## config.mk

```make
export PLATFORM = sky130hd
export DESIGN_NAME = debug_dump_engine_flat
export DESIGN_NICKNAME = d
export VERILOG_FILES = /design/src/rtl/debug_dump_engine_pkg.sv /design/src/rtl/debug_dump_engine_if.sv /design/src/rtl/debug_dump_engine_line_formatter.sv /design/src/rtl/debug_dump_engine.sv /design/src/flat_wrapper.sv
export SDC_FILE = /design/constraint.sdc
export NUM_CORES = 1
export LEC_CHECK = 0
export ABC_AREA = 1
export BUFFER_PORTS_ARGS = -buffer_cell sky130_fd_sc_hd__buf_2
export CORE_MARGIN = 10
export CORE_UTILIZATION = 50
export CTS_CLUSTER_DIAMETER = 150
export DETAILED_ROUTE_END_ITERATION = 8
export GPL_TIMING_DRIVEN = 0
export PLACE_DENSITY = 0.76
export SLEW_MARGIN = 0
export SYNTH_ARGS = -nofsm -noshare
export SYNTH_HDL_FRONTEND = slang
export SYNTH_SLANG_ARGS = --single-unit
```

## constraint.sdc

```tcl
create_clock -name clk -period 2.19 [get_ports clk]
set_input_delay 0.438 -clock clk [delete_from_list [all_inputs] [get_ports clk]]
set_output_delay 0.438 -clock clk [all_outputs]
set_load 0.05 [all_outputs]
```

## src/rtl/debug_dump_engine_pkg.sv

```systemverilog
// Shared types and ASCII helpers for the debug dump engine.
// The CSUM state only exists when DUMP_CSUM_EN is defined.
package dump_pkg;

`ifdef DUMP_CSUM_EN
    typedef enum logic [2:0] {
        ST_IDLE, ST_READ, ST_CAPT, ST_SEND, ST_NEXT, ST_FIN, ST_CSUM
    } state_t;
`else
    typedef enum logic [2:0] {
        ST_IDLE, ST_READ, ST_CAPT, ST_SEND, ST_NEXT, ST_FIN
    } state_t;
`endif

    localparam logic [7:0] ASCII_COLON = 8'h3A;
    localparam logic [7:0] ASCII_SPACE = 8'h20;
    localparam logic [7:0] ASCII_NL    = 8'h0A;
    localparam logic [7:0] ASCII_S     = 8'h53;

    function automatic logic [7:0] hex_char(input logic [3:0] nib);
        if (nib < 4'd10) hex_char = 8'h30 + {4'h0, nib};
        else             hex_char = 8'h37 + {4'h0, nib};
    endfunction

endpackage

```

## src/rtl/debug_dump_engine_if.sv

```systemverilog
// Read-port and byte-stream bundle between the dump engine and its memory/sink.
interface debug_dump_engine_if #(
    parameter int DATA_W = 32,
    parameter int ADDR_W = 5
);
    logic              rd_en;
    logic [ADDR_W-1:0] rd_addr;
    logic [DATA_W-1:0] rd_data;
    logic [7:0]        tx_data;
    logic              tx_valid;
    logic              tx_ready;

    modport master (output rd_en, rd_addr, tx_data, tx_valid, input rd_data, tx_ready);
    modport slave  (input rd_en, rd_addr, tx_data, tx_valid, output rd_data, tx_ready);
endinterface

```

## src/rtl/debug_dump_engine_line_formatter.sv

```systemverilog
// Combinational line formatter: maps (address, data, index) to one ASCII byte.
// A checksum line replaces the address digits with a single 'S'.
module line_formatter
    import dump_pkg::*;
#(
    parameter int DATA_W = 32,
    parameter int ADDR_W = 5,
    parameter int AD     = 2,
    parameter int IDX_W  = 4
) (
    input  logic [ADDR_W-1:0] addr,
    input  logic [DATA_W-1:0] data,
    input  logic [IDX_W-1:0]  idx,
    input  logic              csum_line,
    output logic [7:0]        char_out,
    output logic              last
);
    localparam int DD = DATA_W / 4;

    logic [4*AD-1:0] addr_pad;
    logic [3:0]      nib;
    int              pre;
    int              pos;

    always_comb begin
        addr_pad = '0;
        addr_pad[ADDR_W-1:0] = addr;
        pre      = csum_line ? 1 : AD;
        pos      = int'(32'(idx));
        nib      = '0;
        char_out = ASCII_NL;
        last     = 1'b0;
        if (pos < pre) begin
            if (csum_line) begin
                char_out = ASCII_S;
            end else begin
                nib      = 4'(addr_pad >> (4 * (AD - 1 - pos)));
                char_out = hex_char(nib);
            end
        end else if (pos == pre) begin
            char_out = ASCII_COLON;
        end else if (pos == pre + 1) begin
            char_out = ASCII_SPACE;
        end else if (pos < pre + 2 + DD) begin
            // digit j = pos-pre-2, MSB first
            nib      = 4'(data >> (4 * (pre + 1 + DD - pos)));
            char_out = hex_char(nib);
        end else begin
            last = 1'b1;
        end
    end
endmodule

```

## src/rtl/debug_dump_engine.sv

```systemverilog
// Reads a word range from a synchronous read port and streams it as ASCII hex lines.
// Define DUMP_CSUM_EN to append an XOR checksum line ("S: ...") after the data lines.
module debug_dump_engine
    import dump_pkg::*;
#(
    parameter int DATA_W = 32,
    parameter int ADDR_W = 5
) (
    input  logic                clk,
    input  logic                reset,
    input  logic                start,
    input  logic [ADDR_W-1:0]   start_addr,
    input  logic [ADDR_W:0]     word_count,
    output logic                busy,
    output logic                done,
    debug_dump_engine_if.master bus
);
    localparam int AD    = (ADDR_W + 3) / 4;
    localparam int L     = AD + 3 + DATA_W / 4;
    localparam int IDX_W = $clog2(L);

    state_t            state;
    logic [ADDR_W-1:0] addr;
    logic [ADDR_W:0]   remaining;
    logic [DATA_W-1:0] word;
    logic [IDX_W-1:0]  idx;
    logic              rd_en;
    logic              tx_valid;
    logic              csum_line;
    logic [7:0]        fmt_char;
    logic              fmt_last;

`ifdef DUMP_CSUM_EN
    logic [DATA_W-1:0] csum;
`else
    assign csum_line = 1'b0;
`endif

    line_formatter #(
        .DATA_W(DATA_W),
        .ADDR_W(ADDR_W),
        .AD    (AD),
        .IDX_W (IDX_W)
    ) u_fmt (
        .addr     (addr),
        .data     (word),
        .idx      (idx),
        .csum_line(csum_line),
        .char_out (fmt_char),
        .last     (fmt_last)
    );

    assign bus.rd_en    = rd_en;
    assign bus.rd_addr  = addr;
    assign bus.tx_valid = tx_valid;
    // Gated so tx_data reads 0 whenever nothing is offered, including reset.
    assign bus.tx_data  = tx_valid ? fmt_char : 8'h00;

    always_ff @(posedge clk or posedge reset) begin
        if (reset) begin
            state     <= ST_IDLE;
            busy      <= 1'b0;
            done      <= 1'b0;
            rd_en     <= 1'b0;
            tx_valid  <= 1'b0;
            addr      <= '0;
            remaining <= '0;
            word      <= '0;
            idx       <= '0;
`ifdef DUMP_CSUM_EN
            csum      <= '0;
            csum_line <= 1'b0;
`endif
        end else begin
            done <= 1'b0;
            case (state)
                ST_IDLE: begin
                    if (start) begin
                        if (word_count != '0) begin
                            addr      <= start_addr;
                            remaining <= word_count;
                            busy      <= 1'b1;
                            rd_en     <= 1'b1;
`ifdef DUMP_CSUM_EN
                            csum      <= '0;
`endif
                            state     <= ST_READ;
                        end else begin
                            done <= 1'b1;
                        end
                    end
                end
                ST_READ: begin
                    rd_en <= 1'b0;
                    state <= ST_CAPT;
                end
                ST_CAPT: begin
                    word     <= bus.rd_data;
                    idx      <= '0;
                    tx_valid <= 1'b1;
`ifdef DUMP_CSUM_EN
                    csum     <= csum ^ bus.rd_data;
`endif
                    state    <= ST_SEND;
                end
                ST_SEND: begin
                    if (bus.tx_ready) begin
                        if (fmt_last) begin
                            tx_valid <= 1'b0;
                            state    <= ST_NEXT;
                        end else begin
                            idx <= idx + IDX_W'(1);
                        end
                    end
                end
                ST_NEXT: begin
                    addr      <= addr + ADDR_W'(1);
                    remaining <= remaining - (ADDR_W + 1)'(1);
                    if (remaining != (ADDR_W + 1)'(1)) begin
                        rd_en <= 1'b1;
                        state <= ST_READ;
                    end else begin
`ifdef DUMP_CSUM_EN
                        word      <= csum;
                        idx       <= '0;
                        csum_line <= 1'b1;
                        tx_valid  <= 1'b1;
                        state     <= ST_CSUM;
`else
                        busy  <= 1'b0;
                        done  <= 1'b1;
                        state <= ST_FIN;
`endif
                    end
                end
`ifdef DUMP_CSUM_EN
                ST_CSUM: begin
                    if (bus.tx_ready) begin
                        if (fmt_last) begin
                            tx_valid  <= 1'b0;
                            csum_line <= 1'b0;
                            busy      <= 1'b0;
                            done      <= 1'b1;
                            state     <= ST_FIN;
                        end else begin
                            idx <= idx + IDX_W'(1);
                        end
                    end
                end
`endif
                // done/busy were registered on entry so they land in this cycle
                ST_FIN:  state <= ST_IDLE;
                default: state <= ST_IDLE;
            endcase
        end
    end
endmodule
```

## src/flat_wrapper.sv

```systemverilog
// flat-port wrapper written by rule: the top's interface ports become plain ports
module debug_dump_engine_flat import dump_pkg::*;
#(
    parameter int DATA_W = 32,
    parameter int ADDR_W = 5
)
  (clk, reset, start, start_addr, word_count, busy, done, bus_rd_en, bus_rd_addr, bus_tx_data, bus_tx_valid, bus_rd_data, bus_tx_ready);
  debug_dump_engine_if #(.DATA_W(DATA_W), .ADDR_W(ADDR_W)) bus_i ();
  input  logic clk;
  input  logic reset;
  input  logic start;
  input  logic [ADDR_W-1:0] start_addr;
  input  logic [ADDR_W:0] word_count;
  output logic busy;
  output logic done;
  output wire logic [$bits(bus_i.rd_en)-1:0] bus_rd_en;
  output wire logic [$bits(bus_i.rd_addr)-1:0] bus_rd_addr;
  output wire logic [$bits(bus_i.tx_data)-1:0] bus_tx_data;
  output wire logic [$bits(bus_i.tx_valid)-1:0] bus_tx_valid;
  input wire logic [$bits(bus_i.rd_data)-1:0] bus_rd_data;
  input wire logic [$bits(bus_i.tx_ready)-1:0] bus_tx_ready;
  assign bus_rd_en = bus_i.rd_en;
  assign bus_rd_addr = bus_i.rd_addr;
  assign bus_tx_data = bus_i.tx_data;
  assign bus_tx_valid = bus_i.tx_valid;
  assign bus_i.rd_data = bus_rd_data;
  assign bus_i.tx_ready = bus_tx_ready;
  debug_dump_engine #(.DATA_W(DATA_W), .ADDR_W(ADDR_W)) u_core (.clk(clk), .reset(reset), .start(start), .start_addr(start_addr), .word_count(word_count), .busy(busy), .done(done), .bus(bus_i));
endmodule
```

### Word level (Yosys, flattened, before mapping)

Index checks and enable logic that the tools add are counted.

* $add $sub $neg: 9
* $lt $le $gt $ge: 4
* eq/ne operators: 14
* shift operators: 2
* multiplexer cells: 39
* reductions and logical operators: 11

Operator list (number)
* 2-to-1 mux 7 bit: 5
* right shift 32 x 32 -> 4 bit: 1
* right shift 5 x 32 -> 4 bit: 1
* adder 6 x 4 -> 7 bit (first input constant): 4
* 2-to-1 mux 8 bit: 2
* 2-to-1 mux 3 bit: 5
* one-hot mux 3 bit (5 select lines): 1
* 2-to-1 mux 1 bit: 13
* < comparator 4 bit (second input constant): 3
* 2-to-1 mux 6 bit: 2
* one-hot mux 6 bit (2 select lines): 1
* AND reduction 4 bit: 3
* 2-to-1 mux 5 bit: 2
* one-hot mux 5 bit (2 select lines): 1
* AND reduction 3 bit: 3
* == test 4 x 3 -> 1 bit (second input constant): 2
* 2-to-1 mux 4 bit: 2
* != test 2 bit (second input constant): 4
* one-hot mux 4 bit (2 select lines): 1
* == test 3 x 2 -> 1 bit (second input constant): 2
* != test 2 x 1 -> 1 bit (second input constant): 3
* != test 6 x 1 -> 1 bit (second input constant): 1
* one-hot mux 1 bit (2 select lines): 3
* nonzero test 6 bit: 1
* 12 further kinds: 13

* flip-flop bits (word level): 54
* input bits: 47
* output and inout port bits: 17
* logic and storage cells: 88

### Logic depth before layout (Yosys ltp)

* word-level depth: 9
* depth in mapped cells: 15
* depth with buffers taken out: 14

### Modules after synthesis

From an unflattened synthesis, not the netlist that was laid out.

* cell total of the unflattened synthesis: 535
* area, all modules: 3688.5 µm²

By module, submodules not included
* debug_dump_engine: instances 1, cells each 332, area an instance 2637.5 µm², seq. area each 1351.3 µm²
* line_formatter: instances 1, cells each 203, area an instance 1051.0 µm², seq. area each 0.0 µm²

### Worst setup path before layout

No wires, ideal clock.

* path kind: register -> output
* start point: reg u_core.idx[2]
* end point: out bus_tx_data[2]
* arrival: 2.651 ns
* required time: 1.752 ns
* slack: -0.899 ns
* cell stages (with the launch flop): 13
* path buffers: 0
* cells stage by stage: dfrtp_1 -> inv_1 -> ha_1 -> nor3_2 -> nand2_2 -> inv_2 -> nand3_2 -> ha_1 -> inv_1 -> nor2_1 -> o21ai_0 -> o21ai_0 -> a21oi_1

* longest elaborated chain between the ends: 9
* elaborated cells on any way between the ends: 21
* classes of those cells: 6 x add/sub; 4 x order compare; 2 x eq/ne; 2 x shift; 7 x mux

RTL lines
* start, declared: RTL line debug_dump_engine.sv:26 `logic [IDX_W-1:0] idx;`
* start signal, assigned: RTL line debug_dump_engine.sv:112 `idx <= idx + IDX_W'(1);`
* subtractor 4 x 4 -> 5 bit: RTL line debug_dump_engine_line_formatter.sv:46 `nib = 4'(data >> (4 * (pre + 1 + DD - pos)));`
* right shift 32 x 32 -> 4 bit: RTL line debug_dump_engine_line_formatter.sv:46
* adder 6 x 4 -> 7 bit, or another cell as far along: RTL line debug_dump_engine_pkg.sv:22 `else hex_char = 8'h37 + {4'h0, nib};`
* 2-to-1 mux 7 bit: RTL line debug_dump_engine_pkg.sv:21 `if (nib < 4'd10) hex_char = 8'h30 + {4'h0, nib};`
* 2-to-1 mux 7 bit: RTL line debug_dump_engine_line_formatter.sv:44 `end else if (pos < pre + 2 + DD) begin`
* 2-to-1 mux 7 bit: RTL line debug_dump_engine_line_formatter.sv:42 `end else if (pos == pre + 1) begin`
* 2-to-1 mux 7 bit: RTL line debug_dump_engine_line_formatter.sv:40 `end else if (pos == pre) begin`
* 2-to-1 mux 8 bit *: RTL line debug_dump_engine_line_formatter.sv:33 `if (pos < pre) begin`
* 2-to-1 mux 8 bit *: RTL line debug_dump_engine.sv:57 `assign bus.tx_data = tx_valid ? fmt_char : 8'h00;`
* end, declared: RTL line flat_wrapper.sv:18 `output wire logic [$bits(bus_i.tx_data)-1:0] bus_tx_data;`

Every way passes the cells marked *; elsewhere a longest branch is shown, timed or not.

### Final worst setup path

* start point: reg u_core.idx[0]
* end point: out bus_tx_data[1]

The elaborated chain is that of the path after synthesis.

==> flow_metrics.env <==
export IMPL_crit_path_frequent_cell="nand2_2"
export IMPL_synth_ff_type="dfrtp_1"
export IMPL_clock_path_buffers=2
export IMPL_outcome="finished, violations left"
export IMPL_cp_data_arrival_time_ps=2340
export IMPL_required_ps=1750
export IMPL_fin_skew_ps=15.3
export IMPL_register_area_mm2=0.00136
export IMPL_syn_inst=440
export IMPL_top_layer_used="met4"
export IMPL_viasPerCell=5.25
export IMPL_globalplace_congestion=0.848
export IMPL_end_kind="output pin"
export IMPL_fill_cells=528
export IMPL_wl_met1_um=3950
export IMPL_violations="negative setup slack"
export IMPL_cp_buffers_inverters=5
export IMPL_fin_hold_ws_ps=65.1
export IMPL_max_freq_ghz=0.360
export IMPL_fp_dieW_um=102
export IMPL_hold_viol_final=0
export IMPL_ys_seq_area_share_pct=40.5
export IMPL_post_drt_wl_per_cell_um=15.1
export IMPL_async_reset_ff_share_pct=100
export IMPL_cts_tree="yes"
export IMPL_cts_max_level=2
export IMPL_syn_nets=499
export IMPL_clk_root_buffer_cell="clkbuf_8"
export IMPL_grtUsageTotal_pct=17.5
export IMPL_wirelength_um=9220
export IMPL_grt_first_pass_wirelength_um=14800
export IMPL_grt_setup_unrepaired="yes"
export IMPL_grt_remaining_overflow=0
export IMPL_syn_area_mm2=0.00334
export IMPL_period_share_pct=127
export IMPL_grt_start_max_net_pins=43
export IMPL_dp_slack_ps=-540
export IMPL_setup_viol=7
export IMPL_final_cell_count_no_fill=609
export IMPL_dr_wl_met3_um=547
export IMPL_synth_distinct_cells=38
export IMPL_period_minus_slack_ps=2780
export IMPL_path_class="reg2out"
export IMPL_place_inst=580
export IMPL_insertion_delay_ps=320
export IMPL_p_per_area_mw_per_mm2=1580
export IMPL_ios=64
export IMPL_p_leak_nw=2.12
export IMPL_critical_path_top_delay_family="simple AND/OR/NAND/NOR gates"
export IMPL_met2_length_um=4550
export IMPL_rows=29
export IMPL_vdd_drop_max_uv=808
export IMPL_initialDrtViolationCount=158
export IMPL_numCtsBuffers=5
export IMPL_clk_pin_slew_ps=90
export IMPL_reg2reg_to="u_core.remaining[3]"
export IMPL_multi_input_area_mm2=0.00188
export IMPL_rrSetupSlack_ps=480
export IMPL_ant_nets=0
export IMPL_cpPeakStageDelay_ps=450
export IMPL_fin_nets=590
export IMPL_drive_gt1_share_pct=34.6
export IMPL_max_cap_violations=0
export IMPL_core_area_mm2=0.00642
export IMPL_clock_sinks=54
export IMPL_ys_ff_latch=54
export IMPL_die_area_mm2=0.0103
export IMPL_cp_start_kind="register"
export IMPL_hpwl_um=6470
export IMPL_initial_core_util_pct=51.9
export IMPL_area_delta_synth_final_pct=30.2
export IMPL_fin_setup_tns_ps=-3540
export IMPL_r2r_start="u_core.state[0]"
export IMPL_drc=0
export IMPL_fp_dieH_um=102
export IMPL_cp_max_fo=10
export IMPL_postCtsHoldBufs=0
export IMPL_slew_violations=0
export IMPL_antenna_found_initial=0
export IMPL_diodes=0
export IMPL_hold_path_class="in2async"
export IMPL_io_buffers=62
export IMPL_r2r_cells=7
export IMPL_worstPathCellList="buf_8, buf_12, nand2_2, o211ai_2, nand3_2, nand2_2, nor2_4, inv_2, ha_4, inv_2, nand3_2, nand2_2, nand2_2, a21oi_4, buf_6"
export IMPL_cp_slowest_cell="dfrtp_2"
export IMPL_grt_pass1_vias=3211
export IMPL_firstDrtPassIters=4
export IMPL_synth_edff_count=0
export IMPL_synth_warnings=0
export IMPL_finalWorstSetupSlack_ps=-585
export IMPL_num_vias=3197
export IMPL_avgSynthCellArea_um2=7.58
## worst register-to-register path, cell delays in order, from the launching register on
cell     delay (ps)
dfrtp_1         420
nor2_1          230
inv_1           130
nor2_1          210
inv_1           110
buf_2           190
nor3_1          220
o22ai_1         110
## layout by cell type (no fill, tap or decap), drive strengths merged, types with 5 or more instances in the layout
master  Yosys  routed
a21oi      15      15
buf        13      97
nor2       31      31
o21ai      58      58
ha         12      12
nand3      32      32
o211ai      8       8
nor3        5       5
dfrtp      54      54
inv        61      61
clkbuf      3       8
nand2     125     125
## flip-flops by register name, summed over array words and instances (netlist names), 3 cells and up
register / cells
u_core.bus.rd_addr: 5
u_core.word: 32
u_core.idx: 4
u_core.state: 3
u_core.remaining: 6
## logic make-up after synthesis
group	Yosys count	synth area share (%)
AO/OA/AOI/OAI	90	15.4
buffers and inverters	78	10.3
XOR/XNOR	3	0.788
other	1	0.112
adder cells (fa/ha/maj)	12	4.50
flip-flops	54	40.5
AND/OR/NAND/NOR	202	28.4
## cells in the mapped netlist (3+ instances only)
library cell  instances  area, um2
a21oi_1              15       75.1
a31oi_1               4       25.0
buf_2                 8       40.0
buf_6                 3       33.8
clkbuf_1              3       11.3
dfrtp_1              54       1350
ha_1                 12        150
inv_1                54        203
inv_2                 6       22.5
nand2_1             120        450
nand2_2               4       25.0
nand3_1              20        100
nand3_2              10        100
nand4_1               4       25.0
nor2_1               28        105
nor3_1                3       15.0
o211ai_1              4       30.0
o211ai_2              4       50.1
o21ai_0              54        270
o22ai_1               3       18.8
xor2_1                3       26.3
## per-stage QoR
stage          util [%]  power [mW]  instance area (um2)
4_1_cts            66.4        6.68                 4260
5_1_grt            67.6        7.41                 4340
3_3_place_gp       60.4        5.47                 3880
3_5_place_dp       60.7        5.59                 3900
6_report           67.6        6.87                 4340
2_1_floorplan         -        4.76                 3470
## where the power goes
part | leakage (nW) | switching [mW] | internal, mW
clock network | 0.0441 | 0.344 | 0.226
registers | 0.659 | 0.346 | 1.47
logic | 1.42 | 2.85 | 1.62
## metal layers
layer  up-vias  global-route usage (%)
li1       1602                       -
met1      1499                    21.9
met2        78                    29.2
met3        18                    4.08
met4         0                    5.50
met5         -                       0
## layout make-up
cell class | instances | area share, %
plain buffers | 15 | 2.42
repair buffers | 85 | 13.2
clock inverters | 3 | 0.490
well taps | 77 | 2.22
flip-flops and latches | 54 | 31.2
multi-input cells | 308 | 43.3
clock buffers | 5 | 1.59
inverters | 62 | 5.65
## how the worst max path moves through the flow
stage / start / end / slack [ps] / cells past startpoint
3_5_place_dp: u_core.idx[2] / bus_tx_data[1] / -540 / 14
6_report: u_core.idx[0] / bus_tx_data[1] / -590 / 15
2_1_floorplan: u_core.idx[2] / bus_tx_data[1] / -290 / 13
4_1_cts: u_core.idx[0] / bus_tx_data[1] / -530 / 16
5_1_grt: u_core.idx[3] / bus_tx_data[1] / -670 / 14
3_3_place_gp: u_core.idx[2] / bus_tx_data[1] / -530 / 14
## what timing repair did
action,in CTS,in global routing
endpoints found under the hold margin,0,0
resized for setup,36,15
endpoints found under the setup margin,7,7
setup buffers,18,4
pin swaps,11,12
Power figures use the tool's default switching activity.
